[src/rtl/irq_watchdog_if.sv]
// irq_watchdog_if: sync-chain inputs, CPU strobes and
// interrupt/watchdog outputs of the IRQ/watchdog block.
interface irq_watchdog_if;
  logic       ce5;
  logic       IRQCLK;
  logic       VBLANK;
  logic       irq_ack;
  logic       wdog_clr;
  logic       IRQ_n;
  logic       irq_overrun;
  logic [1:0] irq_phase;
  logic       wdog_reset;
  logic [3:0] wdog_count;

  modport master (
    output ce5, IRQCLK, VBLANK, irq_ack, wdog_clr,
    input  IRQ_n, irq_overrun, irq_phase,
    input  wdog_reset, wdog_count
  );

  modport slave (
    input  ce5, IRQCLK, VBLANK, irq_ack, wdog_clr,
    output IRQ_n, irq_overrun, irq_phase,
    output wdog_reset, wdog_count
  );
endinterface

[src/rtl/irq_watchdog.sv]
// irq_watchdog: quarter-frame IRQ latch and frame watchdog,
// fed by the sync chain's IRQCLK and VBLANK.
module irq_watchdog #(
  parameter int WDOG_FRAMES = 8,
  parameter int WDOG_PULSE  = 32,
  parameter bit WDOG_EN     = 1'b1
) (
  input logic           clk,
  input logic           reset,
  irq_watchdog_if.slave bus
);
  typedef enum logic {IDLE, PENDING} irq_st_t;
  typedef enum logic {RUN, FIRE} wd_st_t;

  localparam logic [3:0] CNT_LAST = 4'(WDOG_FRAMES - 1);
  localparam logic [7:0] PULSE_LD = 8'(WDOG_PULSE - 1);

  irq_st_t    irq_q, irq_d;
  wd_st_t     wd_q, wd_d;
  logic       irqclk_d, vblank_d;
  logic       ovr_q, ovr_d;
  logic [1:0] phase_q, phase_d;
  logic [3:0] cnt_q, cnt_d;
  logic [7:0] pulse_q, pulse_d;
  logic       rise_irq, rise_vb;

  assign rise_irq = bus.ce5 & bus.IRQCLK & ~irqclk_d;
  assign rise_vb  = bus.ce5 & bus.VBLANK & ~vblank_d;

  // Edge history; reset high so a level already up is not an edge
  always_ff @(posedge clk or posedge reset) begin
    if (reset) begin
      irqclk_d <= 1'b1;
      vblank_d <= 1'b1;
    end else if (bus.ce5) begin
      irqclk_d <= bus.IRQCLK;
      vblank_d <= bus.VBLANK;
    end
  end

  // State registers for the IRQ latch and the watchdog
  always_ff @(posedge clk or posedge reset) begin
    if (reset) begin
      irq_q   <= IDLE;
      ovr_q   <= 1'b0;
      phase_q <= 2'd0;
      wd_q    <= RUN;
      cnt_q   <= 4'd0;
      pulse_q <= 8'd0;
    end else begin
      irq_q   <= irq_d;
      ovr_q   <= ovr_d;
      phase_q <= phase_d;
      wd_q    <= wd_d;
      cnt_q   <= cnt_d;
      pulse_q <= pulse_d;
    end
  end

  // IRQ latch: a new edge beats a same-clk ack
  always_comb begin
    irq_d   = irq_q;
    ovr_d   = ovr_q;
    phase_d = phase_q;
    if (rise_irq) begin
      irq_d   = PENDING;
      phase_d = phase_q + 2'd1;
      ovr_d   = (irq_q == PENDING) & ~bus.irq_ack;
    end else if (bus.irq_ack && irq_q == PENDING) begin
      irq_d = IDLE;
      ovr_d = 1'b0;
    end
  end

  // Watchdog: count frames, fire a fixed-length reset pulse
  always_comb begin
    wd_d    = wd_q;
    cnt_d   = cnt_q;
    pulse_d = pulse_q;
    unique case (wd_q)
      RUN: begin
        if (bus.wdog_clr) begin
          cnt_d = 4'd0;
        end else if (rise_vb) begin
          if (cnt_q == CNT_LAST) begin
            wd_d    = FIRE;
            cnt_d   = 4'd0;
            pulse_d = PULSE_LD;
          end else begin
            cnt_d = cnt_q + 4'd1;
          end
        end
      end
      FIRE: begin
        cnt_d = 4'd0;
        if (pulse_q == 8'd0) wd_d = RUN;
        else pulse_d = pulse_q - 8'd1;
      end
      default: wd_d = RUN;
    endcase
    if (!WDOG_EN) begin
      wd_d    = RUN;
      cnt_d   = 4'd0;
      pulse_d = 8'd0;
    end
  end

  assign bus.IRQ_n       = (irq_q != PENDING);
  assign bus.irq_overrun = ovr_q;
  assign bus.irq_phase   = phase_q;
  assign bus.wdog_reset  = (wd_q == FIRE);
  assign bus.wdog_count  = cnt_q;
endmodule

[src/flat_wrapper.sv]
// flat-port wrapper written by rule: the top's interface ports become plain ports
module irq_watchdog_flat 
#(
  parameter int WDOG_FRAMES = 8,
  parameter int WDOG_PULSE  = 32,
  parameter bit WDOG_EN     = 1'b1
)
  (clk, reset, bus_ce5, bus_IRQCLK, bus_VBLANK, bus_irq_ack, bus_wdog_clr, bus_IRQ_n, bus_irq_overrun, bus_irq_phase, bus_wdog_reset, bus_wdog_count);
  irq_watchdog_if bus_i ();
  input logic clk;
  input logic reset;
  input wire logic [$bits(bus_i.ce5)-1:0] bus_ce5;
  input wire logic [$bits(bus_i.IRQCLK)-1:0] bus_IRQCLK;
  input wire logic [$bits(bus_i.VBLANK)-1:0] bus_VBLANK;
  input wire logic [$bits(bus_i.irq_ack)-1:0] bus_irq_ack;
  input wire logic [$bits(bus_i.wdog_clr)-1:0] bus_wdog_clr;
  output wire logic [$bits(bus_i.IRQ_n)-1:0] bus_IRQ_n;
  output wire logic [$bits(bus_i.irq_overrun)-1:0] bus_irq_overrun;
  output wire logic [$bits(bus_i.irq_phase)-1:0] bus_irq_phase;
  output wire logic [$bits(bus_i.wdog_reset)-1:0] bus_wdog_reset;
  output wire logic [$bits(bus_i.wdog_count)-1:0] bus_wdog_count;
  assign bus_i.ce5 = bus_ce5;
  assign bus_i.IRQCLK = bus_IRQCLK;
  assign bus_i.VBLANK = bus_VBLANK;
  assign bus_i.irq_ack = bus_irq_ack;
  assign bus_i.wdog_clr = bus_wdog_clr;
  assign bus_IRQ_n = bus_i.IRQ_n;
  assign bus_irq_overrun = bus_i.irq_overrun;
  assign bus_irq_phase = bus_i.irq_phase;
  assign bus_wdog_reset = bus_i.wdog_reset;
  assign bus_wdog_count = bus_i.wdog_count;
  irq_watchdog #(.WDOG_FRAMES(WDOG_FRAMES), .WDOG_PULSE(WDOG_PULSE), .WDOG_EN(WDOG_EN)) u_core (.clk(clk), .reset(reset), .bus(bus_i));
endmodule
[config.mk]
export PLATFORM = sky130hd
export DESIGN_NAME = irq_watchdog_flat
export DESIGN_NICKNAME = d
export VERILOG_FILES = /design/src/rtl/irq_watchdog_if.sv /design/src/rtl/irq_watchdog.sv /design/src/flat_wrapper.sv
export SDC_FILE = /design/constraint.sdc
export NUM_CORES = 1
export LEC_CHECK = 0
export ABC_AREA = 0
export BUFFER_PORTS_ARGS = -buffer_cell sky130_fd_sc_hd__buf_4
export CORE_MARGIN = 2
export CORE_UTILIZATION = 57
export CTS_CLUSTER_SIZE = 28
export DETAILED_ROUTE_END_ITERATION = 6
export HOLD_SLACK_MARGIN = 0.08
export PLACE_DENSITY = 0.81
export SLEW_MARGIN = 20
export SYNTH_ARGS = -nofsm -noshare
export SYNTH_HDL_FRONTEND = slang
export SYNTH_SLANG_ARGS = --single-unit
[constraint.sdc]
create_clock -name clk -period 4.3 [get_ports clk]
set_input_delay 1.29 -clock clk [delete_from_list [all_inputs] [get_ports clk]]
set_output_delay 1.29 -clock clk [all_outputs]
set_load 0.1 [all_outputs]
==> flow_metrics.env <==
export IMPL_critical_path_arrival_ns=1.06
export IMPL_max_clock_path_buffers=2
export IMPL_crit_required_ns=3.01
export IMPL_netlist_area_um2=928.4
export IMPL_synth_cell_types=28
export IMPL_hpwl_mm=1.254
export IMPL_pwr_density_cell_nw_per_um2=393.9
export IMPL_core_area_um2=1524
export IMPL_outcome="complete, no violations"
export IMPL_count_of_standard_cell_rows=14
export IMPL_htreeDepth=1
export IMPL_power_static_leakage_nw=0.4773
export IMPL_share_of_the_yosys_chip_area_belonging_to_registers_pct=51.48
export IMPL_clock_skew_ns=0.002528
export IMPL_path_class="reg2out"
export IMPL_die_x_um=44.36
export IMPL_holdCritPathClass="reg2reg"
export IMPL_critical_path_max_stage_delay_ns=0.45
export IMPL_total_grt_usage_pct=19.58
export IMPL_port_buffer_count=15
export IMPL_antennaDiodeCount=0
export IMPL_fin_crit_sh_pct=54.72
export IMPL_tritoncts="yes"
export IMPL_cts_repair_resized=0
export IMPL_ys_ff_latch=19
export IMPL_synth_warnings=0
export IMPL_timing_final_hold_violations=0
export IMPL_final_layout_size_suffix_gt1_share_pct=21.90
export IMPL_worst_slew_pin_transition_ns=0.6874
export IMPL_rsz0062_at_grt="no"
export IMPL_crit_chain="buf_4"
export IMPL_num_nets_final=116
export IMPL_maxCapViolCount=0
export IMPL_postSynthAreaPerCell_um2=10.67
export IMPL_startpoint_type="register"
export IMPL_clock_net_sink_count=19
export IMPL_cts_buffers_inserted=3
export IMPL_synth_nets=97
export IMPL_vdd_ir_drop_max_uv=326.0
export IMPL_drtIter0Drc=6
export IMPL_power_uw=426.8
export IMPL_setup_ws_ns=1.947
export IMPL_timing_max_slew_rel_slack_pct=54.12
export IMPL_reg2reg_depth=6
export IMPL_wl_per_cell_um=13.11
export IMPL_initial_utilization_pct=60.92
export IMPL_number_of_antenna_violations_at_the_first_check_in_global_routing=0
export IMPL_critPathSlowestCell="dfrtp_1"
export IMPL_die_y_um=44.36
export IMPL_dieArea_um2=1967
export IMPL_syn2layout_area_growth_pct=16.71
export IMPL_cp_depth=1
export IMPL_maximum_number_of_pins_on_one_net_before_global_route_repair=20
export IMPL_grt_overflow=0
export IMPL_grt_first_pass_wirelength_mm=2.760
export IMPL_path_delay_family="flip-flops"
export IMPL_layout_cells_non_filler=121
export IMPL_postSynthCellCount=87
export IMPL_max_freq_mhz=425.0
export IMPL_pin_count=16
export IMPL_via_per_inst=5.603
export IMPL_cp_buffers_inverters=1
export IMPL_grt_pass1_vias=658
export IMPL_path_max_fanout=6
export IMPL_critical_path_endpoint_type="primary output"
export IMPL_timing_final_max_slew_violations=0
export IMPL_final_setup_tns_ns=0
export IMPL_dr_total_vias=678
export IMPL_clock_latency_ns=0.29
export IMPL_clkSlewWorstSetupHoldPaths_ns=0.10
export IMPL_drt_pass1_iterations=4
export IMPL_min_delay_path_depth=1
export IMPL_globalplace_congestion=0.7924
export IMPL_wl_mm=1.586
export IMPL_post_cts_buffers=0
export IMPL_dpl_worst_slack_ns=1.793
export IMPL_setup_viol=0
export IMPL_finalCriticalPeriod_ns=2.353
export IMPL_placed_cells_incl_taps=117
export IMPL_postRouteAntennaNets=0
export IMPL_cts_root_buffer="clkbuf_4"
export IMPL_cts_hold_fix_buffers=0
export IMPL_drc=0
[Yosys cell counts]
| cell type | count | share of area (%) |
|---|---|---|
| dfrtp_1 | 17 | 46 |
| nor2_1 | 11 | 4.4 |
| nand2_1 | 8 | 3.2 |
| inv_1 | 7 | 2.8 |
| mux2i_1 | 7 | 7.5 |
| a21oi_1 | 5 | 2.7 |
| ha_1 | 3 | 4.0 |
| nor3b_1 | 3 | 2.4 |
| dfstp_2 | 2 | 5.7 |
| nand3_1 | 2 | 1.1 |
| nand3b_1 | 2 | 1.6 |
| o21ai_0 | 2 | 1.1 |
| xnor2_1 | 2 | 1.9 |
| xor2_1 | 2 | 1.9 |
| a211o_1 | 1 | 0.94 |
| a211oi_1 | 1 | 0.81 |
| clkbuf_1 | 1 | 0.40 |
| mux2_2 | 1 | 1.2 |
| nor3_1 | 1 | 0.54 |
| nor4_4 | 1 | 2.3 |
| o22ai_1 | 1 | 0.67 |
| o311ai_2 | 1 | 1.8 |
| o41ai_1 | 1 | 0.94 |
| or2_1 | 1 | 0.67 |
| or3_1 | 1 | 0.67 |
| or3b_1 | 1 | 0.94 |
| or4_1 | 1 | 0.81 |
| or4b_1 | 1 | 1.1 |
[path summary, 6_finish.rpt]
kind / start / endpoint / slack (ns)
setup / recovery: u_core.bus.wdog_reset / bus_wdog_reset / 1.95
hold / removal: u_core.irq_q / u_core.bus.irq_overrun / 0.48
setup reg to reg: u_core.pulse_q[0] / u_core.pulse_q[4] / 2.63
hold reg to reg: u_core.irq_q / u_core.bus.irq_overrun / 0.48
max in group asynchronous: reset / u_core.pulse_q[6] / 2.77
min in group asynchronous: reset / u_core.bus.wdog_count[1] / 1.10
[registers in the layout, summed over array words and instances (netlist names)]
register	flops
u_core.bus.irq_phase	2
u_core.irqclk_d	1
u_core.bus.wdog_count	4
u_core.vblank_d	1
u_core.irq_q	1
u_core.pulse_q	8
u_core.bus.wdog_reset	1
u_core.bus.irq_overrun	1
[cells in the final DEF (no fill, tap or decap), types with 3 or more instances in the layout]
cell type	count
a21oi_1	5
buf_4	15
clkbuf_4	3
dfrtp_1	17
ha_1	3
inv_1	7
mux2i_1	7
nand2_1	8
nor2_1	11
nor3b_1	3
[layout make-up]
cell class	count	area, um2
timing repair buffer	15	112.6
tap	16	20.02
multi-input combinational	60	420.4
fill	122	440.4
inverter	7	26.28
sequential	19	478.0
clock buffer	4	26.28
[worst register-to-register path, stage by stage, from the launching register on]
cell     delay (ns)
dfrtp_1        0.39
inv_1          0.07
ha_1           0.22
nor3b_1        0.17
nand2_1        0.09
or4b_1         0.47
mux2i_1        0.14
[metrics by stage]
step	cell area, um2	hold WS, ns	util [%]
2_1_floorplan	928.4	0.4405	-
3_3_place_gp	1057	0.4563	69.38
3_5_place_dp	1057	0.4719	69.38
4_1_cts	1084	0.4847	71.10
5_1_grt	1084	0.4986	71.10
6_report	1084	0.4823	71.10
[power by group]
group / internal (mW) / switching [mW] / leakage [nW] / total (mW)
sequential: 0.194 / 0.0119 / 0.224 / 0.206
combinational: 0.0285 / 0.106 / 0.239 / 0.135
clock: 0.0361 / 0.0498 / 0.0150 / 0.0859
[logic make-up (layout without fill, tap and decap cells)]
| kind of cell | after synthesis | count (layout) | share of synthesized area, % |
|---|---|---|---|
| compound gates | 12 | 12 | 8.896 |
| xor+xnor | 4 | 4 | 3.774 |
| fa+ha+maj | 3 | 3 | 4.044 |
| buf+inv | 8 | 26 | 3.235 |
| flops | 19 | 19 | 51.48 |
| mux | 8 | 8 | 8.760 |
| simple gates | 33 | 33 | 19.81 |
[routing by layer]
layer	GRT usage, %	vias up	wire length, um
met4	7.273	0	18
met5	0	-	0
li1	-	339	-
met3	2.449	2	52
met1	25.47	325	707
met2	33.53	12	807
Power figures use the tool's default switching activity.
